<file path="src/rtl/wide_add_pkg.sv">
`timescale 1ns/1ps
`default_nettype none
// ============================================================================
// Module  : wide_add_pkg
// Brief   : Shared slice width and FSM state encoding for the wide add
//           sequencer.
// Revision: 1.0 - initial release
// ============================================================================
package wide_add_pkg;

    localparam int SLICE_W = 16;

    typedef enum logic [1:0] {
        IDLE = 2'd0,
        RUN  = 2'd1,
        DONE = 2'd2
    } state_t;

endpackage
`default_nettype wire

</file>
<file path="src/rtl/wide_add_sequencer_if.sv">
`timescale 1ns/1ps
`default_nettype none
// ============================================================================
// Module  : wide_add_sequencer_if
// Brief   : Operand request / result handshake bundle of the wide add
//           sequencer. in_sub exists only when WIDE_ADD_SUB_EN is defined.
// Revision: 1.0 - initial release
// ============================================================================
interface wide_add_sequencer_if #(
    parameter int WORDS = 4
);
    import wide_add_pkg::*;

    localparam int c_W = SLICE_W * WORDS;

    logic           in_valid;
    logic           in_ready;
    logic [c_W-1:0] in_a;
    logic [c_W-1:0] in_b;
    logic           in_cin;
`ifdef WIDE_ADD_SUB_EN
    logic           in_sub;
`endif
    logic           out_valid;
    logic           out_ready;
    logic [c_W-1:0] out_sum;
    logic           out_cout;

    modport master (
        output in_valid, in_a, in_b, in_cin,
`ifdef WIDE_ADD_SUB_EN
        output in_sub,
`endif
        output out_ready,
        input  in_ready, out_valid, out_sum, out_cout
    );

    modport slave (
        input  in_valid, in_a, in_b, in_cin,
`ifdef WIDE_ADD_SUB_EN
        input  in_sub,
`endif
        input  out_ready,
        output in_ready, out_valid, out_sum, out_cout
    );

endinterface
`default_nettype wire

</file>
<file path="src/rtl/wide_add_sequencer.sv">
`timescale 1ns/1ps
`default_nettype none
// ============================================================================
// Module  : wide_add_sequencer
// Brief   : Multi-precision adder sequencing one 16-bit slice per cycle through
//           an external combinational adder. Define WIDE_ADD_SUB_EN for A-B.
// Revision: 1.0 - initial release
// ============================================================================
module wide_add_sequencer
    import wide_add_pkg::*;
#(
    parameter int WORDS = 4
) (
    input  wire                clk,
    input  wire                rst,
    wide_add_sequencer_if.slave bus,
    output logic [SLICE_W-1:0] add_x,
    output logic [SLICE_W-1:0] add_y,
    output logic               add_cin,
    input  wire  [SLICE_W-1:0] add_sum,
    input  wire                add_cout
);

    localparam int                c_W     = SLICE_W * WORDS;
    localparam int                c_IDX_W = (WORDS > 1) ? $clog2(WORDS) : 1;
    localparam logic [c_IDX_W-1:0] c_LAST = c_IDX_W'(WORDS - 1);

    state_t             r_state;
    logic [c_W-1:0]     r_a;
    logic [c_W-1:0]     r_b;
    logic [c_W-1:0]     r_sum;
    logic               r_carry;
    logic               r_cout;
    logic [c_IDX_W-1:0] r_idx;
    logic               r_in_ready;
    logic               r_out_valid;

    assign bus.in_ready  = r_in_ready;
    assign bus.out_valid = r_out_valid;
    assign bus.out_sum   = r_sum;
    assign bus.out_cout  = r_cout;

    // Adder operands are forced to zero whenever no slice is in flight.
    always_comb begin
        add_x   = '0;
        add_y   = '0;
        add_cin = 1'b0;
        if (r_state == RUN) begin
            add_x   = r_a[SLICE_W*r_idx +: SLICE_W];
            add_y   = r_b[SLICE_W*r_idx +: SLICE_W];
            add_cin = r_carry;
        end
    end

    always_ff @(posedge clk) begin
        if (rst) begin
            r_state     <= IDLE;
            r_a         <= '0;
            r_b         <= '0;
            r_sum       <= '0;
            r_carry     <= 1'b0;
            r_cout      <= 1'b0;
            r_idx       <= '0;
            r_in_ready  <= 1'b1;
            r_out_valid <= 1'b0;
        end else begin
            case (r_state)
                IDLE: begin
                    if (bus.in_valid) begin
                        r_a <= bus.in_a;
`ifdef WIDE_ADD_SUB_EN
                        // Two's-complement subtract: invert B and force carry-in.
                        if (bus.in_sub) begin
                            r_b     <= ~bus.in_b;
                            r_carry <= 1'b1;
                        end else begin
                            r_b     <= bus.in_b;
                            r_carry <= bus.in_cin;
                        end
`else
                        r_b     <= bus.in_b;
                        r_carry <= bus.in_cin;
`endif
                        r_idx      <= '0;
                        r_in_ready <= 1'b0;
                        r_state    <= RUN;
                    end
                end
                RUN: begin
                    r_sum[SLICE_W*r_idx +: SLICE_W] <= add_sum;
                    r_carry <= add_cout;
                    if (r_idx == c_LAST) begin
                        r_cout      <= add_cout;
                        r_idx       <= '0;
                        r_out_valid <= 1'b1;
                        r_state     <= DONE;
                    end else begin
                        r_idx <= r_idx + c_IDX_W'(1);
                    end
                end
                DONE: begin
                    if (bus.out_ready) begin
                        r_out_valid <= 1'b0;
                        r_in_ready  <= 1'b1;
                        r_state     <= IDLE;
                    end
                end
                default: begin
                    r_state     <= IDLE;
                    r_in_ready  <= 1'b1;
                    r_out_valid <= 1'b0;
                end
            endcase
        end
    end

endmodule
`default_nettype wire

</file>
<file path="src/flat_wrapper.sv">
// flat-port wrapper written by rule: the top's interface ports become plain ports
module wide_add_sequencer_flat import wide_add_pkg::*;
#(
    parameter int WORDS = 4
)
  (clk, rst, add_x, add_y, add_cin, add_sum, add_cout, bus_in_valid, bus_in_a, bus_in_b, bus_in_cin, bus_out_ready, bus_in_ready, bus_out_valid, bus_out_sum, bus_out_cout);
  wide_add_sequencer_if #(.WORDS(WORDS)) bus_i ();
  input  wire clk;
  input  wire rst;
  output logic [SLICE_W-1:0] add_x;
  output logic [SLICE_W-1:0] add_y;
  output logic add_cin;
  input  wire  [SLICE_W-1:0] add_sum;
  input  wire add_cout;
  input wire logic [$bits(bus_i.in_valid)-1:0] bus_in_valid;
  input wire logic [$bits(bus_i.in_a)-1:0] bus_in_a;
  input wire logic [$bits(bus_i.in_b)-1:0] bus_in_b;
  input wire logic [$bits(bus_i.in_cin)-1:0] bus_in_cin;
  input wire logic [$bits(bus_i.out_ready)-1:0] bus_out_ready;
  output wire logic [$bits(bus_i.in_ready)-1:0] bus_in_ready;
  output wire logic [$bits(bus_i.out_valid)-1:0] bus_out_valid;
  output wire logic [$bits(bus_i.out_sum)-1:0] bus_out_sum;
  output wire logic [$bits(bus_i.out_cout)-1:0] bus_out_cout;
  assign bus_i.in_valid = bus_in_valid;
  assign bus_i.in_a = bus_in_a;
  assign bus_i.in_b = bus_in_b;
  assign bus_i.in_cin = bus_in_cin;
  assign bus_i.out_ready = bus_out_ready;
  assign bus_in_ready = bus_i.in_ready;
  assign bus_out_valid = bus_i.out_valid;
  assign bus_out_sum = bus_i.out_sum;
  assign bus_out_cout = bus_i.out_cout;
  wide_add_sequencer #(.WORDS(WORDS)) u_core (.clk(clk), .rst(rst), .bus(bus_i), .add_x(add_x), .add_y(add_y), .add_cin(add_cin), .add_sum(add_sum), .add_cout(add_cout));
endmodule
</file>
<file path="config.mk">
export PLATFORM = sky130hd
export DESIGN_NAME = wide_add_sequencer_flat
export DESIGN_NICKNAME = d
export VERILOG_FILES = /design/src/rtl/wide_add_pkg.sv /design/src/rtl/wide_add_sequencer_if.sv /design/src/rtl/wide_add_sequencer.sv /design/src/flat_wrapper.sv
export SDC_FILE = /design/constraint.sdc
export NUM_CORES = 1
export LEC_CHECK = 0
export ABC_AREA = 1
export BUFFER_PORTS_ARGS = -buffer_cell sky130_fd_sc_hd__buf_4
export CORE_ASPECT_RATIO = 1.5
export CORE_MARGIN = 2
export CORE_UTILIZATION = 52
export CTS_CLUSTER_DIAMETER = 100
export DETAILED_ROUTE_END_ITERATION = 16
export HOLD_SLACK_MARGIN = 0.12
export PLACE_DENSITY = 0.8
export SYNTH_ARGS = -nofsm -noshare
export SYNTH_HDL_FRONTEND = slang
export SYNTH_SLANG_ARGS = --single-unit
</file>
<file path="constraint.sdc">
create_clock -name clk -period 2.5 [get_ports clk]
set_input_delay 0.5 -clock clk [delete_from_list [all_inputs] [get_ports clk]]
set_output_delay 0.5 -clock clk [all_outputs]
set_load 0.01 [all_outputs]
</file>
* Word level (Yosys, flattened, before mapping)
Index checks and enable logic that the tools add are counted.
** Cells by class
- Shifts and indexed selects :: 4
- Eq/ne operators :: 6
- Bitwise logic cells :: 2
- Divide/modulo/power cells :: 0
- Order comparisons :: 0
- Reduce and logical (&&, ||, !) cells :: 8
- Muxes and demuxes :: 19
- $mul :: 0
- $add $sub $neg :: 2
** Operators by type and width (number)
- $shiftx A64 B7 Y16 :: 2
- $bwmux W64 :: 1
- $shift A16 B34 Y64 const A :: 1
- $shiftx A16 B34 Y64 :: 1
- $neg A6 Y34 :: 1
- $mux W16 :: 2
- $mux W2 :: 5
- $reduce_and A3 Y1 :: 3
- $mux W1 :: 6
- $ne A2 B2 Y1 const B :: 3
- $pmux W1 S3 :: 2
- $pmux W2 S3 :: 1
- $reduce_and A2 Y1 :: 3
- $eq A2 B2 Y1 const B :: 2
- $pmux W2 S2 :: 1
- $add A2 B1 Y2 const B :: 1
- $eq A2 B1 Y1 const B :: 1
- $logic_not A2 Y1 :: 1
- $not A1 Y1 :: 2
- $pmux W1 S2 :: 1
- $reduce_bool A2 Y1 :: 1
** Word-level totals
- Output and inout port bits :: 100
- Bits in registers :: 200
- Memories kept :: 0
- Word-level logic and storage cells :: 50
- Memory bits (read-only) :: 0
- Bits in latches :: 0
- Input bits :: 150
- Memory bits (writable) :: 0

* Logic depth before layout (Yosys ltp)
Gate-level depths: netlist (run 1).
- Depth in word-level cells :: 3
- Mapped depth :: 11
- Depth with buffers taken out :: 7

* Least setup slack after synthesis (run 1)
No wires, ideal clock.
- Path kind :: flip-flop to flip-flop
- Start point :: register u_core.r_idx[1]
- End point :: register u_core.r_sum[55] (netlist: u_core.bus.out_sum[55])
- Data required time :: 2.430 ns
- Setup time :: 0.070 ns
- Setup slack :: 0.537 ns
- Period minus slack after synthesis :: 1.963 ns
- Data arrival time :: 1.893 ns
- Stages on the path, launching flop included :: 11
- Path buffers :: 3
- Path through :: dfxtp_1 -> buf_2 -> inv_1 -> buf_1 -> ha_1 -> inv_1 -> nand2_1 -> nor2_4 -> buf_4 -> nand2_1 -> a21oi_1
** Between the ends
- Word-level cells in the longest chain between the ends :: 3
- Elaborated cells on any way between the ends :: 4
- Those cells by class :: add/sub (1); shift (2); mux (1)
** Ends and longest elaborated chain
- from (decl) :: line wide_add_sequencer.sv:34 : logic [c_IDX_W-1:0] r_idx;
- from (signal assigned) :: line wide_add_sequencer.sv:98 : r_idx <= r_idx + c_IDX_W'(1);
- $neg A6 Y34 * :: line wide_add_sequencer.sv:90 : r_sum[SLICE_W*r_idx +: SLICE_W] <= add_sum;
- $shiftx A16 B34 Y64 / $shift A16 B34 Y64 (equally long branches) :: line wide_add_sequencer.sv:90
- $bwmux W64 * :: line wide_add_sequencer.sv:90
- to (signal, indexed assignment) :: line wide_add_sequencer.sv:90
- to (decl) :: line wide_add_sequencer.sv:31 : logic [c_W-1:0] r_sum;
Mark *: on every way between the ends. The rest lies on a longest branch, timed or not.
A chain may end at the register's enable or synchronous reset.

* Worst setup path after layout (run 1)
- Start point :: register u_core.r_state[1]
- End point :: output port add_y[9]
** Between the ends
- Word-level cells in the longest chain between the ends :: 2
** Ends and longest elaborated chain
- from (decl) :: line wide_add_sequencer.sv:28 : state_t r_state;
- from (signal assigned) :: line wide_add_sequencer.sv:57 : r_state <= IDLE;
- from (signal assigned) :: line wide_add_sequencer.sv:86 : r_state <= RUN;
- from (signal assigned) :: line wide_add_sequencer.sv:96 : r_state <= DONE;
- $eq A2 B1 Y1 :: line wide_add_sequencer.sv:48 : if (r_state == RUN) begin
- $mux W16 :: line wide_add_sequencer.sv:48
- to (decl) :: line flat_wrapper.sv:11 : output logic [SLICE_W-1:0] add_y;
Every way passes these cells.

==> results.json, run 1 <==
{
  "outcome": "finished clean",
  "clk_pin_slew_worst_paths_ns": 0.08,
  "synth_flop_cell": "dfxtp_1",
  "reg2reg_depth": 6,
  "initial_core_util_pct": 52.6,
  "drc_errors": 0,
  "highest_layer": "met4",
  "yosys.area_share.simple_pct": 27.1,
  "rows": 57,
  "synth_top_family_by_area": "simple AND/OR/NAND/NOR gates",
  "finalHoldViolations": 0,
  "worstSetupPathType": "register to output port",
  "dieWidth_um": 108,
  "startpoint": "u_core.r_state[1]",
  "met1_length_um": 9480,
  "r2r_end": "u_core.bus.out_sum[35]",
  "hold_buffers": 0,
  "ff2ff_setup_slack_ns": 0.54,
  "netlist_instances": 1202,
  "ys_types": 24,
  "diodes": 0,
  "finalMaxSlewViolations": 0,
  "nets": 1554,
  "viasPerCell": 5.18,
  "vias": 8376,
  "final_cell_count_no_fill": 1617,
  "dp_cells": 1585,
  "drtIter0Drc": 529,
  "yosysTopAreaCell": "dfxtp_1",
  "netlist_area_mm2": 0.00844,
  "worstSetupEndpointType": "output port",
  "path_max_fanout": 32,
  "track_usage_pct": 27.3,
  "clk_latency_ns": 0.43,
  "finalSetupViolCount": 0,
  "holdPathStages": 3,
  "cp.arrival_ns": 1.88,
  "avgRoutedWirePerCell_um": 14.7,
  "grt_first_pass_wirelength_um": 37500,
  "rr_startpoint": "u_core.r_idx[1]",
  "worstHoldStart": "bus_in_b[60]",
  "finalClockSkew_ns": 0.0113,
  "clock_sinks": 200,
  "synth_compound_area_share_pct": 17.6,
  "maxCapViolCount": 0,
  "ys_seq_area_share_pct": 47.5,
  "synthArstFlopShare_pct": 0,
  "hold_ws_ns": 0.310,
  "ios": 250,
  "synth.net_count": 1358,
  "die_y_um": 160,
  "synth_top_area_share_pct": 47.5,
  "place_ws_ns": 0.516,
  "synth-seq-cells": 200,
  "cp.required_ns": 2.00,
  "cts_tree": "yes",
  "die_area_mm2": 0.0173,
  "wl_met2_um": 12200,
  "p_leak_nw": 4.70,
  "totalWireLength_um": 23800,
  "fillers": 1422,
  "cts_root_buf": "clkbuf_16",
  "port_buffers": 249,
  "gp_congestion": 0.878,
  "worstMarginPinSlew_ns": 0.707,
  "dr.pass1.iters": 7,
  "fmax_mhz": 421,
  "area_growth_pct": 28.8,
  "p_total_mw": 7.25,
  "wl_met3_um": 1380,
  "htree_levels": 4,
  "synth.area.top_cells": "dfxtp_1 47%, nor2_1 18%, o21ai_0 11%",
  "core_area_mm2": 0.0160,
  "fin_ws_ns": 0.125,
  "cts_buffers": 17,
  "cts_buffer_depth": 2,
  "layout-drive-gt1-share_pct": 22.2,
  "yosysWarnings": 0,
  "rsz0062_at_grt": "no",
  "utilization_pct": 67.7,
  "finish.instance_area_mm2": 0.0109,
  "whs_endpoint": "u_core.r_b[60]",
  "ant_nets": 0,
  "period_share_pct": 95.0,
  "yosysMostFrequentCell": "nor2_1",
  "pwr_density_cell_mw_per_mm2": 667,
  "synthTopCellsByCount": "402 x nor2_1, 200 x dfxtp_1, 183 x o21ai_0",
  "synth.avg_cell_area_um2": 7.02,
  "layout_min_cycle_time_ns": 2.38,
  "synth-edff-count": 0,
  "place_hpwl_um": 16600,
  "max_slew_margin_pct": 52.9,
  "synthAdderAreaFrac_pct": 0.890,
  "grt_max_degree": 129,
  "dpl_cell_area_mm2": 0.0103,
  "synthMuxAreaShare_pct": 0,
  "grt_pass1_vias": 7702,
  "min_path_type": "primary input to register",
  "antenna_found_initial": 0,
  "synth-xor-area-share_pct": 0,
  "gr-total-overflow": 0,
  "cp-start-kind": "register",
  "peakVddDrop_uv": 462,
  "finalSetupTns_ns": 0
}
==> placed cells by master, fill, tap and decap left out <==
cell type and n:
and2_1 1, nor2_2 2, inv_1 31, clkinv_2 1, o21ai_0 183, ha_1 6
inv_8 2, nand2_4 1, inv_4 1, o21ai_1 10, nor2_4 4, clkinv_8 2
buf_4 261, buf_12 4, clkbuf_16 17, dfxtp_2 1, inv_6 9, dfxtp_1 199
o21a_1 1, clkbuf_8 1, nor3_1 9, nand3_2 2, nand2_1 149, nor2_1 402
a21oi_1 102, inv_2 1, nand3_1 3, nand3_4 4, clkbuf_1 2
==> logic make-up (layout without fill, tap and decap cells) <==
kind of cell             Yosys count  count (layout)
AO/OA/AOI/OAI                    296             296
AND/OR/NAND/NOR                  577             577
buffers and inverters            123             332
flip-flops                       200             200
adder cells (fa/ha/maj)            6               6
==> worst max-delay path by stage <==
stage                                   to  slack (ns)  cells after the start
finish                            add_y[9]        0.12                      5
floorplan           u_core.bus.out_sum[55]        0.54                     10
global route                      add_y[3]        0.03                      5
detailed placement  u_core.bus.out_sum[37]        0.52                      6
global placement    u_core.bus.out_sum[44]        0.55                      6
CTS                              add_x[12]        0.07                      5
==> repair_timing <==
item                       4_1_cts  5_1_grt
setup endpoints to repair        0        5
gates resized for setup          0        1
buffers inserted                 0        0
==> routing by layer <==
layer,vias up,track usage (%)
li1,4233,-
met1,3807,32.8
met2,289,47.9
met3,47,4.69
met4,0,10.7
met5,-,0
==> worst max-delay path, cell delays in order (launching register included) <==
cell and delay, ns:
dfxtp_1 0.38, nor2_2 0.25, inv_1 0.09, buf_4 0.26
a21oi_1 0.28, buf_4 0.18
==> cell type report <==
cell class | count | area, µm² | area share [%]
Sequential cell | 200 | 4010 | 36.9
Timing Repair Buffer | 265 | 2040 | 18.8
Multi-Input combinational cell | 879 | 3850 | 35.5
Clock inverter | 12 | 125 | 1.15
Inverter | 35 | 140 | 1.29
Tap cell | 206 | 258 | 2.37
Clock buffer | 20 | 447 | 4.11
==> report_power, final <==
group | switching, mW | internal, mW
clock | 1.31 | 1.36
sequential | 0.102 | 3.39
combinational | 0.627 | 0.458
==> flip-flops by register name, summed over array words and instances, names as in the netlist <==
register and cells:
u_core.bus.in_ready 1, u_core.bus.out_cout 1, u_core.bus.out_sum 64, u_core.bus.out_valid 1, u_core.r_a 64, u_core.r_b 64, u_core.r_carry 1, u_core.r_idx 2
u_core.r_state 2
Note: power is estimated with default switching activity, not from simulation.
==> run 2, diff against run 1 <==
--- a/config.mk
+++ b/config.mk
@@ -13,7 +13,10 @@
 export CTS_CLUSTER_DIAMETER = 100
 export DETAILED_ROUTE_END_ITERATION = 16
 export HOLD_SLACK_MARGIN = 0.12
+export MAX_ROUTING_LAYER = met4
 export PLACE_DENSITY = 0.8
+export RECOVER_POWER = 100
+export SLEW_MARGIN = 40
 export SYNTH_ARGS = -nofsm -noshare
 export SYNTH_HDL_FRONTEND = slang
 export SYNTH_SLANG_ARGS = --single-unit
==> run 2 against run 1 <==
Non-clock buffer count is the same. Design area shrank 3.6%. Highest routed layer unchanged. Critical path depth did not move. Register-to-register slack lost 0.29 ns. Sequential cell count unchanged. Hold slack got worse by 0.0012 ns. Maximum frequency is 0.56% higher. Critical path type unchanged.
==> results.json, run 2 (synthesized netlist as in run 1, its figures left out) <==
{
  "avgRoutedWirePerCell_um": 14.8,
  "gp_congestion": 0.893,
  "totalWireLength_um": 24000,
  "finalSetupTns_ns": 0,
  "grt_max_degree": 129,
  "peakVddDrop_uv": 461,
  "dr.pass1.iters": 5,
  "worstSetupEndpointType": "output port",
  "finalHoldViolations": 0,
  "clk_pin_slew_worst_paths_ns": 0.08,
  "gr-total-overflow": 0,
  "max_slew_margin_pct": 53.3,
  "cts_root_buf": "clkbuf_16",
  "final_common_cell": "nor2_1",
  "vias": 8448,
  "slowest_stage": "dfxtp_1",
  "ff2ff_setup_slack_ns": 0.25,
  "cp-start-kind": "register",
  "cts_tree": "yes",
  "cp.required_ns": 2.00,
  "p_leak_nw": 4.29,
  "dieWidth_um": 108,
  "rsz0062_at_grt": "no",
  "port_buffers": 249,
  "rows": 57,
  "htree_levels": 4,
  "layout_min_cycle_time_ns": 2.36,
  "die_y_um": 160,
  "antenna_found_initial": 0,
  "place_hpwl_um": 16600,
  "hold_buffers": 0,
  "nets": 1554,
  "outcome": "finished clean",
  "grt_first_pass_wirelength_um": 37500,
  "path_max_fanout": 32,
  "cp.arrival_ns": 1.86,
  "min_path_type": "primary input to register",
  "layout-drive-gt1-share_pct": 15.4,
  "clock_sinks": 200,
  "viasPerCell": 5.22,
  "fmax_mhz": 423,
  "ios": 250,
  "die_area_mm2": 0.0173,
  "cts_buffer_depth": 2,
  "mostFrequentLayoutCells": "402 x nor2_1, 199 x dfxtp_1, 183 x o21ai_0, 164 x buf_4, 149 x nand2_1",
  "ant_nets": 0,
  "diodes": 0,
  "finalMaxSlewViolations": 0,
  "grt_pass1_vias": 7706,
  "drc_errors": 0,
  "maxCapViolCount": 0,
  "clk_latency_ns": 0.43,
  "finalSetupViolCount": 0,
  "pwr_density_cell_mw_per_mm2": 687,
  "worstMarginPinSlew_ns": 0.700,
  "core_area_mm2": 0.0160,
  "worstSetupPathType": "register to output port",
  "finalClockSkew_ns": 0.0131,
  "drtIter0Drc": 604,
  "postCtsSetupBuffers": 0,
  "cpPeakStageDelay_ns": 0.38,
  "area_growth_pct": 24.2,
  "worstPathCellList": "nor2_2 -> inv_1 -> buf_4 -> a21oi_1 -> clkbuf_1",
  "period_share_pct": 94.5,
  "utilization_pct": 65.3,
  "cts_buffers": 17,
  "initial_core_util_pct": 52.6,
  "track_usage_pct": 28.2
}
-- run 2: cell types whose count changed in the layout (fill, tap and decap cells not counted) --
cell,before,now
nand2_2,0,1
nor2_4,4,0
clkbuf_2,0,1
clkbuf_1,2,98
nand2_4,1,0
buf_4,261,164
nor2_2,2,6
-- run 2: worst paths after layout --
| kind | start | depth (start not counted) | to |
|---|---|---|---|
| max | u_core.r_state[1] | 5 | add_y[9] |
| max reg2reg | u_core.r_state[0] | 6 | u_core.r_a[24] |
| min reg2reg | u_core.bus.out_sum[3] | 2 | u_core.bus.out_sum[3] |
| min | bus_in_b[60] | 3 | u_core.r_b[60] |
-- run 2: final cells by class --
type / instances / area, µm²
fill: 1525 / 5570
multi-input combinational: 879 / 3830
sequential: 200 / 4010
timing repair buffer: 265 / 1680
tap: 206 / 258
clock inverter: 12 / 125
inverter: 35 / 140
clock buffer: 20 / 447
-- run 2: what timing repair did --
item	CTS	global route
resized for setup	0	1
endpoints found under the hold margin	0	0
endpoints found under the setup margin	0	6
-- run 2: power by group --
group          switching, mW  internal (mW)  total [mW]  leakage (nW)
sequential             0.101           3.38        3.49          1.64
clock                   1.31           1.36        2.67         0.281
combinational          0.624          0.419        1.04          2.37
-- run 2: per-stage QoR --
step                      worst slack (ns)  instance area, µm²  hold WS (ns)  cells  power [mW]
after CTS                           0.0668               10900         0.292   1617        7.29
after detailed placement             0.516               10300         0.456   1585        4.64
final                                0.138               10500         0.308   1617        7.20
after floorplan                      0.537                8440         0.449   1202        4.21
after global placement               0.553               10300         0.443   1585        4.61
after global routing                0.0170               10500         0.308   1617        7.55
-- run 2: critical path: cells and delay by family, from the launching register on --
family                 cells  cell delay (ns)
AOI/OAI and AO/OA          1             0.27
and+or+nand+nor            1             0.25
buffers and inverters      3             0.54
DFF                        1             0.38
-- run 2: metal layers --
layer,GRT usage [%],routed length [µm],vias up,part of all wire (%)
met5,-,0,-,0
met4,10.4,743,0,3.1
met3,4.69,1580,45,6.6
met2,48.0,12300,328,51
met1,33.0,9340,3840,39
li1,-,-,4235,-
